**src/rtl/cpx_dest_arb.sv**
```systemverilog
// Per-destination CPX arbiter: per-source packet counts and atom-flag FIFOs,
// round-robin issue with atomic-pair locking. Define CPX_ARB_IO_PRIO_EN to give IO priority in IDLE.
module cpx_dest_arb #(
    parameter int NSRC   = 5,
    parameter int QDEPTH = 2
) (
    input  logic            rclk,
    input  logic            arst_l,
    input  logic [NSRC-1:0] src_req_cq,
    input  logic [NSRC-1:0] src_atom_cq,
    input  logic            spc_data_rdy_cx,
    output logic [NSRC-1:0] grant_ca,
    output logic            arb_lock_ca,
    output logic            q_ovf_err
);

    localparam int CW = $clog2(QDEPTH + 1);
    localparam int PW = (NSRC > 1) ? $clog2(NSRC) : 1;
    localparam logic [CW-1:0] CNT_ZERO = {CW{1'b0}};
    localparam logic [CW-1:0] CNT_ONE  = CW'(32'd1);
    localparam logic [CW-1:0] CNT_PAIR = CW'(32'd2);
    localparam logic [CW-1:0] CNT_FULL = CW'(QDEPTH);
    localparam logic [PW-1:0] IDX_LAST = PW'(NSRC - 1);

    typedef enum logic [0:0] {
        IDLE = 1'b0,
        LOCK = 1'b1
    } state_t;

    state_t          state_r;
    logic [PW-1:0]   ptr_r;
    logic [PW-1:0]   lock_src_r;
    logic [CW-1:0]   cnt_r      [NSRC];
    logic [QDEPTH-1:0] atom_r   [NSRC];

    logic [NSRC-1:0] elig_s;
    logic [NSRC-1:0] gnt_s;
    logic [NSRC-1:0] push_s;
    logic [NSRC-1:0] ovf_s;
    logic            win_vld_s;
    logic            win_atom_s;
    logic [PW-1:0]   win_idx_s;
    logic [CW-1:0]   cnt_nxt_s  [NSRC];
    logic [CW-1:0]   wptr_s     [NSRC];
    logic [QDEPTH-1:0] atom_nxt_s [NSRC];

    function automatic logic [PW-1:0] inc_idx(input logic [PW-1:0] idx);
        if (idx == IDX_LAST) begin
            return {PW{1'b0}};
        end else begin
            return idx + PW'(32'd1);
        end
    endfunction

    // An atomic head is only eligible once its partner is queued behind it.
    always_comb begin
        for (int s = 0; s < NSRC; s++) begin
            elig_s[s] = (cnt_r[s] != CNT_ZERO) && (!atom_r[s][0] || (cnt_r[s] >= CNT_PAIR));
        end
    end

    // Winner selection: first eligible at/after ptr, then wrap to the lowest index.
    always_comb begin
        win_vld_s = 1'b0;
        win_idx_s = {PW{1'b0}};
        case (state_r)
            IDLE: begin
`ifdef CPX_ARB_IO_PRIO_EN
                win_idx_s = (spc_data_rdy_cx && elig_s[NSRC-1]) ? IDX_LAST : win_idx_s;
                win_vld_s = spc_data_rdy_cx && elig_s[NSRC-1];
`endif
                for (int s = 0; s < NSRC; s++) begin
                    win_idx_s = (spc_data_rdy_cx && !win_vld_s && elig_s[s] && (PW'(s) >= ptr_r)) ? PW'(s) : win_idx_s;
                    win_vld_s = win_vld_s | (spc_data_rdy_cx && elig_s[s] && (PW'(s) >= ptr_r));
                end
                for (int s = 0; s < NSRC; s++) begin
                    win_idx_s = (spc_data_rdy_cx && !win_vld_s && elig_s[s]) ? PW'(s) : win_idx_s;
                    win_vld_s = win_vld_s | (spc_data_rdy_cx && elig_s[s]);
                end
            end
            LOCK: begin
                win_vld_s = spc_data_rdy_cx && (cnt_r[lock_src_r] != CNT_ZERO);
                win_idx_s = lock_src_r;
            end
            default: begin
                win_vld_s = 1'b0;
                win_idx_s = {PW{1'b0}};
            end
        endcase
        win_atom_s = atom_r[win_idx_s][0];
    end

    // One-hot grant decoded from the winner.
    always_comb begin
        for (int s = 0; s < NSRC; s++) begin
            gnt_s[s] = win_vld_s && (win_idx_s == PW'(s));
        end
    end

    // Next occupancy and atom FIFO contents; a full queue drops the request unless it pops this cycle.
    always_comb begin
        for (int s = 0; s < NSRC; s++) begin
            push_s[s] = src_req_cq[s] && ((cnt_r[s] != CNT_FULL) || gnt_s[s]);
            ovf_s[s]  = src_req_cq[s] && (cnt_r[s] == CNT_FULL) && !gnt_s[s];
            case ({push_s[s], gnt_s[s]})
                2'b10:   cnt_nxt_s[s] = cnt_r[s] + CNT_ONE;
                2'b01:   cnt_nxt_s[s] = cnt_r[s] - CNT_ONE;
                default: cnt_nxt_s[s] = cnt_r[s];
            endcase
            wptr_s[s]     = gnt_s[s] ? (cnt_r[s] - CNT_ONE) : cnt_r[s];
            atom_nxt_s[s] = gnt_s[s] ? {1'b0, atom_r[s][QDEPTH-1:1]} : atom_r[s];
            for (int j = 0; j < QDEPTH; j++) begin
                atom_nxt_s[s][j] = (push_s[s] && (wptr_s[s] == CW'(j))) ? src_atom_cq[s] : atom_nxt_s[s][j];
            end
        end
    end

    // Per-source queue state and sticky overflow flag.
    always_ff @(posedge rclk or negedge arst_l) begin
        if (!arst_l) begin
            for (int s = 0; s < NSRC; s++) begin
                cnt_r[s]  <= CNT_ZERO;
                atom_r[s] <= {QDEPTH{1'b0}};
            end
            q_ovf_err <= 1'b0;
        end else begin
            for (int s = 0; s < NSRC; s++) begin
                cnt_r[s]  <= cnt_nxt_s[s];
                atom_r[s] <= atom_nxt_s[s];
            end
            q_ovf_err <= q_ovf_err | (|ovf_s);
        end
    end

    // Arbiter FSM with registered grant and lock outputs.
    always_ff @(posedge rclk or negedge arst_l) begin
        if (!arst_l) begin
            state_r     <= IDLE;
            ptr_r       <= {PW{1'b0}};
            lock_src_r  <= {PW{1'b0}};
            grant_ca    <= {NSRC{1'b0}};
            arb_lock_ca <= 1'b0;
        end else begin
            grant_ca    <= gnt_s;
            arb_lock_ca <= (state_r == LOCK);
            case (state_r)
                IDLE: begin
                    if (win_vld_s && win_atom_s) begin
                        state_r    <= LOCK;
                        lock_src_r <= win_idx_s;
                    end else if (win_vld_s) begin
`ifdef CPX_ARB_IO_PRIO_EN
                        ptr_r <= (win_idx_s == IDX_LAST) ? ptr_r : inc_idx(win_idx_s);
`else
                        ptr_r <= inc_idx(win_idx_s);
`endif
                    end else begin
                        state_r <= IDLE;
                    end
                end
                LOCK: begin
                    if (win_vld_s) begin
                        ptr_r   <= inc_idx(lock_src_r);
                        state_r <= IDLE;
                    end else begin
                        state_r <= LOCK;
                    end
                end
                default: state_r <= IDLE;
            endcase
        end
    end

endmodule
```
**config.mk**
```make
export PLATFORM = sky130hd
export DESIGN_NAME = cpx_dest_arb
export DESIGN_NICKNAME = d
export VERILOG_FILES = /design/src/rtl/cpx_dest_arb.sv
export SDC_FILE = /design/constraint.sdc
export NUM_CORES = 1
export LEC_CHECK = 0
export BUFFER_PORTS_ARGS = -buffer_cell sky130_fd_sc_hd__buf_2
export CELL_PAD_IN_SITES_DETAIL_PLACEMENT = 0
export CELL_PAD_IN_SITES_GLOBAL_PLACEMENT = 1
export CORE_MARGIN = 8
export CORE_UTILIZATION = 45
export DETAILED_ROUTE_END_ITERATION = 12
export GPL_TIMING_DRIVEN = 0
export MAX_ROUTING_LAYER = met4
export PLACE_DENSITY_LB_ADDON = 0.1
export RECOVER_POWER = 25
export SLEW_MARGIN = 20
export SYNTH_ARGS = -nofsm -noshare
export SYNTH_HDL_FRONTEND = slang
export SYNTH_SLANG_ARGS = --single-unit
```
**constraint.sdc**
```tcl
create_clock -name rclk -period 3.86 [get_ports rclk]
set_input_delay 0.772 -clock rclk [delete_from_list [all_inputs] [get_ports rclk]]
set_output_delay 0.772 -clock rclk [all_outputs]
set_load 0.05 [all_outputs]
```
==> metrics.md <==
| Metric | Value |
|---|---|
| Status | finished, violations left |
| Failing checks | max-capacitance violations, max-slew violations |
| Hold Slack | 0.542 ns |
| CP peak stage delay | around 0.4 ns |
| Worst Path Arrival | 3.69 ns |
| Initial DRC Count | between 90 and 100 |
| Die Width | around 91 um |
| Synth area leaders | dfrtp_1, ha_1, nor2_1, nand2_1, mux2i_1 |
| Least-Margin Pin Slew | around 1.9 ns |
| Area grow syn2layout | 12.2% |
| Clock sink total | 34 |
| Port buffer count | 19 |
| ANT nets after route | 0 |
| Routed via count | between 2000 and 2500 |
| Crit-path cells | clkbuf_1 > inv_1 > ha_1 > nand2b_1 > o32ai_1 > o221ai_1 > a311oi_2 > nor2_1 > ha_1 > ha_1 > nand2_1 > inv_1 > ha_1 > nand2_1 > o21ai_0 |
| DRC | 0 |
| Slowest-stage cell, CP | a311oi_2 |
| Initial core utilization | about 46% |
| Adder-Cell Fraction of Synth Area | roughly 11% |
| Core area | 5440 um2 |
| Largest net degree at the start of global routing | 35 |
| Xor/xnor share of the synthesized area | under 10% |
| R2R setup slack | between 0.3 and 0.4 ns |
| Number of global-route vias before repair | approximately 2100 |
| TritonCTS Buffers | 5 |
| Design area | between 2000 and 3000 um2 |
| Rows | 27 |
| Layout cells sized above 1 | ~18% |
| Yosys warning count | 0 |
| Post-synth top flop | dfrtp_1 |
| Period utilization | about nine tenths |
| H-tree depth | 2 |
| Seq cells post-synth | 34 |
| Initial antenna violation count | 0 |
| CP endpoint kind | flip-flop |
| Worst Path Buf+Inv | 3 |
| Most common cell after layout, fill and taps aside | dfrtp_1 |
| Top cell type by total area after synthesis | dfrtp_1 |
| Critical Path Fanout Max | 7 |
| Seq/Total Area, Yosys | 33.8% |
| GP Congestion | between 0.8 and 0.9 |
| Max-slew violation count | 35 |
| Worst vdd ir | between 0.0004 and 0.0005 V |
| Hold Buf Count CTS | 0 |
| Chip Height | 90.8 um |
| Worst Path Required | around 4 ns |
| CP Launch Type | flip-flop |
| Max Clock Freq | approximately 280 MHz |
| Commonest non-fill, non-tap cells in the layout | dfrtp_1, nor2_1, nand2_1 |
| Vias/cell | around 5.4 |
| TNS Setup | 0 ns |
| Synth Area in Simple Gates | a little under a quarter |
| Synth Area in Compound Gates | between 10% and 20% |
| WL per Instance | around 14 um |
| Netlist cell types | between 50 and 60 |
| DP Wirelength | 4180 um |
| HP Class | flip-flop to flip-flop |
| Syn_area_per_cell | around 9.0 um2 |
| Unrepaired setup endpoints after global routing | false |
| Antenna diodes | 0 |
| Final hold vios | 0 |
| Clock Latency Late Sink | 0.29 ns |
| Top cell type's share of synthesized area | between 30% and 40% |
| WS Path Type | flip-flop to flip-flop |
| Number of synthesized flops with an enable pin | 0 |
| Worst setup skew after layout | 0.0116 ns |
| Synthesized net count | around 320 |
| Final WL | 5480 um |
| CTS tree | built |
| Die area | between 8000 and 9000 um2 |
| Mux cell area share after synthesis | under 10% |
| Synth Instances | 280 |
| Netlist Area Pre-Place | around 2500 um2 |
| Async S/R FF share, synth | 100% |
| P_leak | around 1.3 nW |
| Clock buffer depth | 2 |
| Cell Pwr Density | about 1000 nW/um2 |
| Max-Cap Viols | 1 |
| Clk pin slew, worst setup/hold paths | 0.08 ns |
| GR Util All Layers | between 10% and 20% |
| Drt first pass iters | 5 |
| IO Pins | 20 |
| Largest family of logic cells by synthesized area | simple AND/OR/NAND/NOR gates |
| Relative slew slack | -23.7% |
| First-pass GRT wire length | roughly 9600 um |
| Clock root buffer | clkbuf_8 |
| CP delay by family, top | adder cells |
| Minimum clock period | 3.53 ns |
| Final setup vio count | 0 |
| Fin nets | 342 |
| Most frequent CP cell | ha_1 |
| DP Area | 2700 um2 |
| Grt total ovfl | 0 |
[per-layer routing]
layer / GRT usage [%] / vias up / routed length, um / part of all wire [%]
met1: 17.5 / 964 / 2560 / 47
met4: 4.30 / 0 / 90 / 1.6
met2: 23.4 / 36 / 2610 / 48
li1: - / 1044 / - / -
met5: - / - / 0 / 0
met3: 2.99 / 9 / 212 / 3.9
[metrics by stage]
stage | power [mW] | util (%) | setup slack (ns) | instances
after global placement | 2.48 | 49.6 | 0.139 | 371
final | 2.79 | 51.9 | 0.334 | 380
after CTS | 2.77 | 51.3 | 0.128 | 379
after detailed placement | 2.48 | 49.6 | 0.104 | 371
after floorplan | 2.11 | - | 0.764 | 280
after global routing | 3.06 | 51.9 | 0.0791 | 380
[sequential cells by signal (all words and copies together) (netlist names)]
register / cells
state_r: 1
arb_lock_ca: 1
q_ovf_err: 1
lock_src_r: 3
grant_ca: 5
atom_r: 10
cnt_r: 10
ptr_r: 3
[cells by family (layout without fill, tap and decap cells)]
logic type,Yosys count,in the layout
adder cells (fa/ha/maj),22,22
buffers and inverters,29,57
AO/OA/AOI/OAI,52,52
flip-flops,34,34
multiplexers,18,18
XOR/XNOR,10,10
AND/OR/NAND/NOR,115,115
[synth_stat cells (all sizes together) (2+ instances only)]
| master | count |
|---|---|
| a21oi | 9 |
| a221oi | 2 |
| a311oi | 2 |
| and2 | 2 |
| and3 | 7 |
| buf | 2 |
| clkbuf | 3 |
| dfrtp | 34 |
| ha | 22 |
| inv | 24 |
| mux2 | 7 |
| mux2i | 10 |
| nand2 | 32 |
| nand2b | 5 |
| nand3 | 6 |
| nand4 | 3 |
| nor2 | 33 |
| nor2b | 2 |
| nor3 | 11 |
| nor3b | 10 |
| o2111ai | 2 |
| o21a | 3 |
| o21ai | 11 |
| o22ai | 9 |
| o311ai | 2 |
| o32a | 2 |
| or2 | 2 |
| xnor2 | 10 |
[path summary, 6_finish.rpt]
check / cells after the start / startpoint / end
worst max-delay path: 15 / cnt_r[0]$_DFFE_PN0P_ / cnt_r[3]$_DFFE_PN0P_
worst min-delay path: 0 / state_r$_DFF_PN0_ / arb_lock_ca$_DFF_PN0_
worst max register to register: 15 / cnt_r[0]$_DFFE_PN0P_ / cnt_r[3]$_DFFE_PN0P_
worst min register to register: 0 / state_r$_DFF_PN0_ / arb_lock_ca$_DFF_PN0_
max in group asynchronous: 1 / arst_l / cnt_r[3]$_DFFE_PN0P_
min in group asynchronous: 1 / arst_l / ptr_r[0]$_DFFE_PN0P_
[final cells by class]
class,count,area [um2]
Inverter,24,90.1
Clock buffer,7,86.3
Fill cell,550,2620
Sequential cell,34,851
Multi-Input combinational cell,217,1580
Clock inverter,1,5.00
Timing Repair Buffer,20,101
Tap cell,72,90.1
Buffer,5,21.3
[what timing repair did]
item	CTS	global route
setup endpoints to repair	0	7
setup buffers	0	1
hold endpoints to repair	0	0
resized for setup	0	5
[where the power goes]
part / internal, mW / switching, mW / total (mW)
clock network: 0.144 / 0.131 / 0.275
registers: 0.537 / 0.163 / 0.699
logic: 0.789 / 1.03 / 1.82
Power figures use the tool's default switching activity.
